--- src/rtl/if_stage_pkg.sv ---
// Shared CPU package: word width, NOP encoding, reset PC, the IF/ID bundle
// type (reused by the ID stage) and the fetch-mode encoding used by the
// next-PC selection in if_stage.
package if_stage_pkg;

  localparam int          WORD_W      = 32;
  localparam logic [31:0] NOP_INSTR_C = 32'h0000_0000;  // sll $0,$0,0
  localparam logic [31:0] RESET_PC_C  = 32'h0000_0000;

  // Contents of the IF/ID pipeline register.
  typedef struct packed {
    logic [WORD_W-1:0] instr;
    logic [WORD_W-1:0] pc4;
    logic              valid;
  } if_id_t;

  // What the fetch stage does this cycle, highest priority first.
  typedef enum logic [1:0] {
    MODE_REDIRECT = 2'd0,
    MODE_STALL    = 2'd1,
    MODE_HALT     = 2'd2,
    MODE_RUN      = 2'd3
  } fetch_mode_t;

endpackage

--- src/rtl/if_stage_if_id_reg.sv ---
// IF/ID pipeline register.
//   clk, rst_n         : clock, asynchronous active-low reset
//   hold               : keep the current contents
//   flush              : load a bubble (NOP, valid 0); wins over hold
//   instr_d/pc4_d/valid_d : next bundle when neither hold nor flush
//   instr_q/pc4_q/valid_q : registered bundle
import if_stage_pkg::*;

module if_id_reg #(
  parameter logic [31:0] NOP_INSTR = NOP_INSTR_C
) (
  input  logic        clk,
  input  logic        rst_n,
  input  logic        hold,
  input  logic        flush,
  input  logic [31:0] instr_d,
  input  logic [31:0] pc4_d,
  input  logic        valid_d,
  output logic [31:0] instr_q,
  output logic [31:0] pc4_q,
  output logic        valid_q
);

  if_id_t q_r;
  if_id_t nxt_s;

  // Select the next bundle: bubble, hold, or new fetch.
  always_comb begin
    nxt_s = q_r;
    if (flush) begin
      nxt_s.instr = NOP_INSTR;
      nxt_s.pc4   = q_r.pc4;
      nxt_s.valid = 1'b0;
    end else if (hold) begin
      nxt_s = q_r;
    end else begin
      nxt_s.instr = instr_d;
      nxt_s.pc4   = pc4_d;
      nxt_s.valid = valid_d;
    end
  end

  // Bundle register.
  always_ff @(posedge clk or negedge rst_n) begin
    if (!rst_n) begin
      q_r.instr <= NOP_INSTR;
      q_r.pc4   <= 32'h0000_0000;
      q_r.valid <= 1'b0;
    end else begin
      q_r <= nxt_s;
    end
  end

  assign instr_q = q_r.instr;
  assign pc4_q   = q_r.pc4;
  assign valid_q = q_r.valid;

endmodule

--- src/rtl/if_stage.sv ---
// Instruction-fetch stage. Owns the PC, drives the fetch address to a
// combinational instruction memory and captures the returned word into the
// IF/ID register with PC+4 and a valid bit. Handles stall, redirect (flush)
// and halting when fetch would run past the end of memory.
//   clk_i, rst_i (async, active-low)
//   stall_i, redirect_i, redirect_pc_i : control from hazard unit / later stages
//   pc_addr_o -> imem, instr_i <- imem (same cycle)
//   if_id_instr_o, if_id_pc4_o, if_id_valid_o : IF/ID register
//   halted_o, fetch_cnt_o : status
import if_stage_pkg::*;

module if_stage #(
  parameter logic [31:0] RESET_PC   = RESET_PC_C,
  parameter int          IMEM_WORDS = 32,
  parameter logic [31:0] NOP_INSTR  = NOP_INSTR_C
) (
  input  logic        clk_i,
  input  logic        rst_i,
  input  logic        stall_i,
  input  logic        redirect_i,
  input  logic [31:0] redirect_pc_i,
  output logic [31:0] pc_addr_o,
  input  logic [31:0] instr_i,
  output logic [31:0] if_id_instr_o,
  output logic [31:0] if_id_pc4_o,
  output logic        if_id_valid_o,
  output logic        halted_o,
  output logic [15:0] fetch_cnt_o
);

  localparam logic [31:0] IMEM_BYTES = 32'(IMEM_WORDS * 4);
  localparam logic [31:0] LAST_ADDR  = IMEM_BYTES - 32'd4;

  logic [31:0] pc_r;
  logic        halted_r;
  logic [15:0] cnt_r;

  logic [31:0] pc4_s;
  logic [31:0] tgt_s;
  logic        tgt_ok_s;
  fetch_mode_t mode_s;
  logic [31:0] pc_nxt_s;
  logic        halted_nxt_s;
  logic        accept_s;
  logic        flush_s;
  logic        hold_s;

  assign pc4_s    = pc_r + 32'd4;
  // Misaligned redirect targets are word-aligned by dropping the low bits.
  assign tgt_s    = redirect_pc_i & ~32'd3;
  assign tgt_ok_s = (tgt_s <= LAST_ADDR);

  // Resolve the cycle's fetch mode by priority.
  always_comb begin
    mode_s = MODE_RUN;
    if (redirect_i) begin
      mode_s = MODE_REDIRECT;
    end else if (stall_i) begin
      mode_s = MODE_STALL;
    end else if (halted_r) begin
      mode_s = MODE_HALT;
    end else begin
      mode_s = MODE_RUN;
    end
  end

  // Next-PC, halt and IF/ID control for the selected mode.
  always_comb begin
    pc_nxt_s     = pc_r;
    halted_nxt_s = halted_r;
    accept_s     = 1'b0;
    flush_s      = 1'b0;
    hold_s       = 1'b0;
    case (mode_s)
      MODE_REDIRECT: begin
        // An out-of-range target still loads the PC but parks fetch.
        pc_nxt_s     = tgt_s;
        halted_nxt_s = ~tgt_ok_s;
        flush_s      = 1'b1;
      end
      MODE_STALL: begin
        hold_s = 1'b1;
      end
      MODE_HALT: begin
        flush_s = 1'b1;
      end
      MODE_RUN: begin
        accept_s = 1'b1;
        // The last word is still accepted; PC then freezes on it.
        if (pc4_s >= IMEM_BYTES) begin
          halted_nxt_s = 1'b1;
          pc_nxt_s     = pc_r;
        end else begin
          halted_nxt_s = 1'b0;
          pc_nxt_s     = pc4_s;
        end
      end
      default: begin
        pc_nxt_s = pc_r;
      end
    endcase
  end

  // PC, halt flag and fetch counter.
  always_ff @(posedge clk_i or negedge rst_i) begin
    if (!rst_i) begin
      pc_r     <= RESET_PC;
      halted_r <= 1'b0;
      cnt_r    <= 16'h0000;
    end else begin
      pc_r     <= pc_nxt_s;
      halted_r <= halted_nxt_s;
      if (accept_s) begin
        cnt_r <= cnt_r + 16'd1;
      end else begin
        cnt_r <= cnt_r;
      end
    end
  end

  if_id_reg #(
    .NOP_INSTR(NOP_INSTR)
  ) u_if_id_reg (
    .clk     (clk_i),
    .rst_n   (rst_i),
    .hold    (hold_s),
    .flush   (flush_s),
    .instr_d (instr_i),
    .pc4_d   (pc4_s),
    .valid_d (1'b1),
    .instr_q (if_id_instr_o),
    .pc4_q   (if_id_pc4_o),
    .valid_q (if_id_valid_o)
  );

  assign pc_addr_o   = pc_r;
  assign halted_o    = halted_r;
  assign fetch_cnt_o = cnt_r;

endmodule

--- config.mk ---
export PLATFORM = sky130hd
export DESIGN_NAME = if_stage
export DESIGN_NICKNAME = d
export VERILOG_FILES = /design/src/rtl/if_stage_pkg.sv /design/src/rtl/if_stage_if_id_reg.sv /design/src/rtl/if_stage.sv
export SDC_FILE = /design/constraint.sdc
export NUM_CORES = 1
export LEC_CHECK = 0
export BUFFER_PORTS_ARGS = -buffer_cell sky130_fd_sc_hd__buf_2
export CORE_ASPECT_RATIO = 0.7
export CORE_MARGIN = 3
export CORE_UTILIZATION = 52
export CTS_CLUSTER_DIAMETER = 40
export DETAILED_ROUTE_END_ITERATION = 12
export GPL_TIMING_DRIVEN = 0
export PLACE_DENSITY = 0.81
export SLEW_MARGIN = 10
export SYNTH_ARGS = -nofsm -noshare
export SYNTH_HDL_FRONTEND = slang
export SYNTH_HIERARCHICAL = 1
export SYNTH_SLANG_ARGS = --single-unit
--- constraint.sdc ---
create_clock -name clk_i -period 4.6 [get_ports clk_i]
set_input_delay 0.92 -clock clk_i [delete_from_list [all_inputs] [get_ports clk_i]]
set_output_delay 0.92 -clock clk_i [all_outputs]
set_load 0.1 [all_outputs]
======== Word-level counts from Yosys, hierarchy flattened ========
Cells that the tools add are included.
W data, S select, Z words.
storage, ports and cells
  bits in registers ....................... 114
  bits of input ports ..................... 68
  word-level logic and storage cells ...... 35
cells by class
  add/sub/neg operators ................... 2
  $lt $le $gt $ge ......................... 2
  equality and inequality tests ........... 5
  muxes and demuxes ....................... 12
  bitwise gates (word level) .............. 3
  reduce and logical (&&, ||, !) cells .... 5
operators with widths
  cell                     number
  $mux W65                 2
  $pmux W32 S2             1
  $add A32 B3 Y32 const B  1
  $ge A32 B8 Y1 const B    1
  $le A32 B7 Y1 const B    1
  $mux W32                 1
  $add A16 B1 Y16 const B  1
  $mux W1                  5
  $eq A2 B2 Y1 const B     2
  $mux W2                  2
  $ne A2 B2 Y1 const B     2
  $reduce_and A2 Y1        2
  $not A1 Y1               3
  $eq A2 B1 Y1 const B     1
  $logic_not A2 Y1         1
  $pmux W1 S2              1
  $reduce_bool A2 Y1       1
  $reduce_or A2 Y1         1

======== Logic depth before layout (Yosys ltp) ========
  depth after elaboration ................. 8
  mapped depth ............................ 11
  mapped depth without buffers ............ 9

======== Hierarchy ========
Netlist, hierarchy kept.
modules (own cells, without submodules)
  module     instances  cells an instance  area each (sq um)  seq. area each (sq um)
  if_stage   1          392                3333.2             1176.1
  if_id_reg  1          175                2701.3             1626.6

======== Least setup slack after synthesis ========
OpenSTA, ideal clock, no wires.
  path type ............................... register to register
  from .................................... register pc_r[2] (netlist: pc_addr_o[2])
  to ...................................... register pc_r[2] (netlist: pc_addr_o[2])
  arrival time ............................ 3.732 ns
  data required time ...................... 4.422 ns
  slack ................................... 0.691 ns
  cell stages (with the launch flop) ...... 11
  buffers on the path ..................... 2
  period minus slack after synthesis ...... 3.909 ns
  path through ............................ dfrtp_1 ha_1 and4_1 clkbuf_1 nand4_1 nor2_1 xor2_1 or4_1 nor4b_2 clkbuf_1 a211oi_1
on the way
  longest elaborated chain between the ends .. 4
  elaborated cells on any way between the ends .. 6
  classes of those cells .................. add/sub: 1; order compare: 1; eq/ne: 1; mux: 2; reduce/logical: 1
ends and longest elaborated chain
  element                      line             RTL
  start, declared              if_stage.sv:34   logic [31:0] pc_r;
  start signal, assigned       if_stage.sv:111  pc_r <= pc_nxt_s;
  $add A32 B3 Y32              if_stage.sv:48   assign pc4_s = pc_r + 32'd4;
  net pc4_s[22]                if_stage.sv:38   logic [31:0] pc4_s;
  $ge A32 B8 Y1                if_stage.sv:90   if (pc4_s >= IMEM_BYTES) begin
  $ne A2 B2 Y1 (no line)       n/a
  $reduce_and A2 Y1 (no line)  n/a
The timed path passes the listed nets, and every way through them passes these cells. The select of a mux whose other input is x is not followed.
A chain may end at the register's enable or synchronous reset.

======== Worst setup path in the final report ========
  from .................................... register pc_r[2] (netlist: pc_addr_o[2])
  to ...................................... register pc_r[9] (netlist: pc_addr_o[9])
The elaborated chain is that of the path after synthesis.

==> results.yml <==
run_status:
  status: "finished, final reports clean"
final_layout:
  layout-drive-gt1-share: 0.338
  syn_to_final_growth_pct: 24.2
  diodes: 0
  utilization: 0.671
  final_cells: 917
  nNetsFinal: 831
cts:
  cts_setup_buffers: 0
  clock_latency_ns: 0.35
  cts_buffer_depth: 2
  ctsResizeCount: 0
  cts_buffers: 9
  clock-sinks: 112
  cts_max_level: 3
  cts_hold_buf: 0
  path_clk_slew_ns: 0.08
  cts_tree: "built"
  cts-root-buf: "clkbuf_16"
route:
  wirelength_um: 17100
  wl_per_cell_um: 18.6
  drc: 0
  vias: 5144
  drt_iter0_markers: 365
  vias_per_cell: 5.61
  ant_nets: 0
  dr.pass1.iters: 5
critical_path:
  timing_worst_setup_path_type: "register to register"
  crit_path_start_kind: "register"
  cp.arrival_ns: 4.40
  path_max_fanout: 10
  required_ns: 4.80
  end_kind: "register"
  r2r_start: "pc_addr_o[2]$_DFFE_PN0P_"
  startpoint: "pc_addr_o[2]$_DFFE_PN0P_"
min_path:
  hp-class: "register to register"
  worstHoldStart: "fetch_cnt_o[15]$_DFFE_PN0P_"
die:
  core_sq_mm: 0.0112
  die_area_sq_mm: 0.0130
  start_util: 0.540
  ios: 182
  die_x_um: 135
  die_y_um: 96.1
  num_rows: 32
yosys:
  synthSimpleGateAreaFrac: 0.194
  synthDistinctLibCells: 64
  yosysWarningCount: 6
  ys_seq_area_frac: 0.464
  ys_seq_elements: 112
  synth.most_common_cell: "dfrtp_1"
  synth_compound_area_frac: 0.0529
  synth_area_leaders: "dfrtp_1 (46%), mux2i_1 (9.0%), mux2_4 (7.5%), nor2_1 (4.9%), xnor2_1 (3.6%)"
  syn_area_sq_mm: 0.00603
  syn_inst: 567
  synth_common_cells: "dfrtp_1 (112), nor2_1 (79), mux2i_1 (54)"
  synth-main-ff-cell: "dfrtp_1"
  synthXorXnorAreaFrac: 0.0537
  yosys.area.top_type_share: 0.464
  syn_avg_cell_area_sq_um: 10.6
  synthArstFlopShare: 1.00
  synth_top_family_by_area: "simple AND/OR/NAND/NOR gates"
  yosys.area.top_type: "dfrtp_1"
  synthAdderAreaFrac: 0.00829
  synthMuxAreaShare: 0.170
  synth_edf_count: 0
placement:
  dp_hpwl_um: 13300
  placed_cells_incl_taps: 901
  portBuffers: 177
  routabilityCongestion: 0.951
pwr:
  p_leak_nw: 3.68
  vdd_drop_max_mv: 0.480
  p_total_mw: 4.44
  p_per_area_mw_per_mm2: 592
timing:
  slew_violations: 0
  worstMarginPinSlew_ns: 0.981
  fin_crit_ns: 4.20
  final-setup-viol-count: 0
  rsz0062_at_grt: "no"
  skew_ns: 0.00933
  fin_crit_sh: 0.913
  fmax_ghz: 0.238
  relSlewSlack: 0.340
  hold_viol: 0
  fin_tns_setup_ns: 0
global_route:
  grt_pass1_wl_um: 26700
  antenna_found_initial: 0
  grt_max_degree: 61
  track_usage: 0.263
  grt_overflow: 0
  first_global_vias: 4938
flow_run:
  cap_violations: 0
## worst paths after layout
path	to	slack (ns)	depth (start not counted)
max in group asynchronous	u_if_id_reg/instr_q[20]$_DFFE_PN0P_	3.41	2
min	fetch_cnt_o[15]$_DFFE_PN0P_	0.47	1
min reg2reg	fetch_cnt_o[15]$_DFFE_PN0P_	0.47	1
max	pc_addr_o[9]$_DFFE_PN0P_	0.40	10
max reg2reg	pc_addr_o[9]$_DFFE_PN0P_	0.40	10
min in group asynchronous	pc_addr_o[18]$_DFFE_PN0P_	0.51	1
## state kept, by name, summed over array words and instances, names as in the netlist
signal / cells
fetch_cnt_o: 16
halted_o: 1
pc_addr_o: 30
u_if_id_reg/instr_q: 32
u_if_id_reg/pc4_q: 32
u_if_id_reg/valid_q: 1
## metrics by stage
step | hold slack [ns] | area (sq um) | worst slack (ns)
final | 0.469 | 7490 | 0.400
after global routing | 0.477 | 7490 | 0.141
after global placement | 0.451 | 7120 | 0.521
after CTS | 0.468 | 7490 | 0.456
after floorplan | 0.624 | 6050 | 0.691
after detailed placement | 0.453 | 7160 | 0.473
## report_power, final
| part | leakage (nW) | switching (mW) | internal, mW |
|---|---|---|---|
| clock network | 0.163 | 0.381 | 0.502 |
| registers | 1.40 | 0.156 | 1.16 |
| logic | 2.12 | 1.78 | 0.451 |
## worst max-delay path, stage by stage, from the launching register on
cell,delay (ns)
dfrtp_1,0.48
ha_1,0.34
and4_1,0.22
clkbuf_1,0.37
nand4_1,0.38
nor2_1,0.22
xor2_1,0.16
or4_1,0.59
nor4b_2,0.60
clkbuf_1,0.56
nor2_1,0.13
## cell families (layout without fill, tap and decap cells)
family	after synthesis	count (layout)
compound gates	44	44
mux	87	87
fa+ha+maj	4	4
other cells	2	5
flops	112	112
buf+inv	57	251
xor+xnor	37	37
simple gates	224	224
## cells in the final DEF (no fill, tap or decap), types with 2 or more instances in the layout
cell / n
inv_8: 2
nand3_1: 20
buf_6: 6
buf_4: 8
o31a_1: 3
clkbuf_16: 9
nor4_1: 17
mux2i_1: 54
mux2_2: 3
nand4_1: 19
nand2_1: 38
nor2_1: 79
a211o_1: 3
or4_1: 6
and4_1: 7
and3_1: 6
clkbuf_1: 15
bufinv_16: 2
conb_1: 5
buf_12: 3
xor2_1: 12
inv_1: 21
a21oi_1: 10
xnor2_1: 25
mux2_4: 30
buf_2: 180
nor3_1: 10
a211oi_1: 4
o21ai_0: 6
or2_2: 3
nor2b_1: 2
dfrtp_1: 112
ha_1: 4
or3_1: 3
## routing by layer
metal	up-vias	wire, um	track usage	part of all wire
met2	224	7420	0.389	0.43
met4	0	136	0.0517	0.0080
met5	-	0	0	0
li1	2389	-	-	-
met1	2518	8010	0.394	0.47
met3	13	1520	0.0664	0.089
## area by class of cell
cell class | count | area, sq um
Tap cell | 153 | 191
Fill cell | 885 | 3680
Timing Repair Buffer | 178 | 920
Clock inverter | 6 | 98.8
Buffer | 36 | 256
Sequential cell | 112 | 2800
Inverter | 21 | 78.8
Multi-Input combinational cell | 401 | 2910
Clock buffer | 10 | 239
Note: power is estimated with default switching activity, not from simulation.
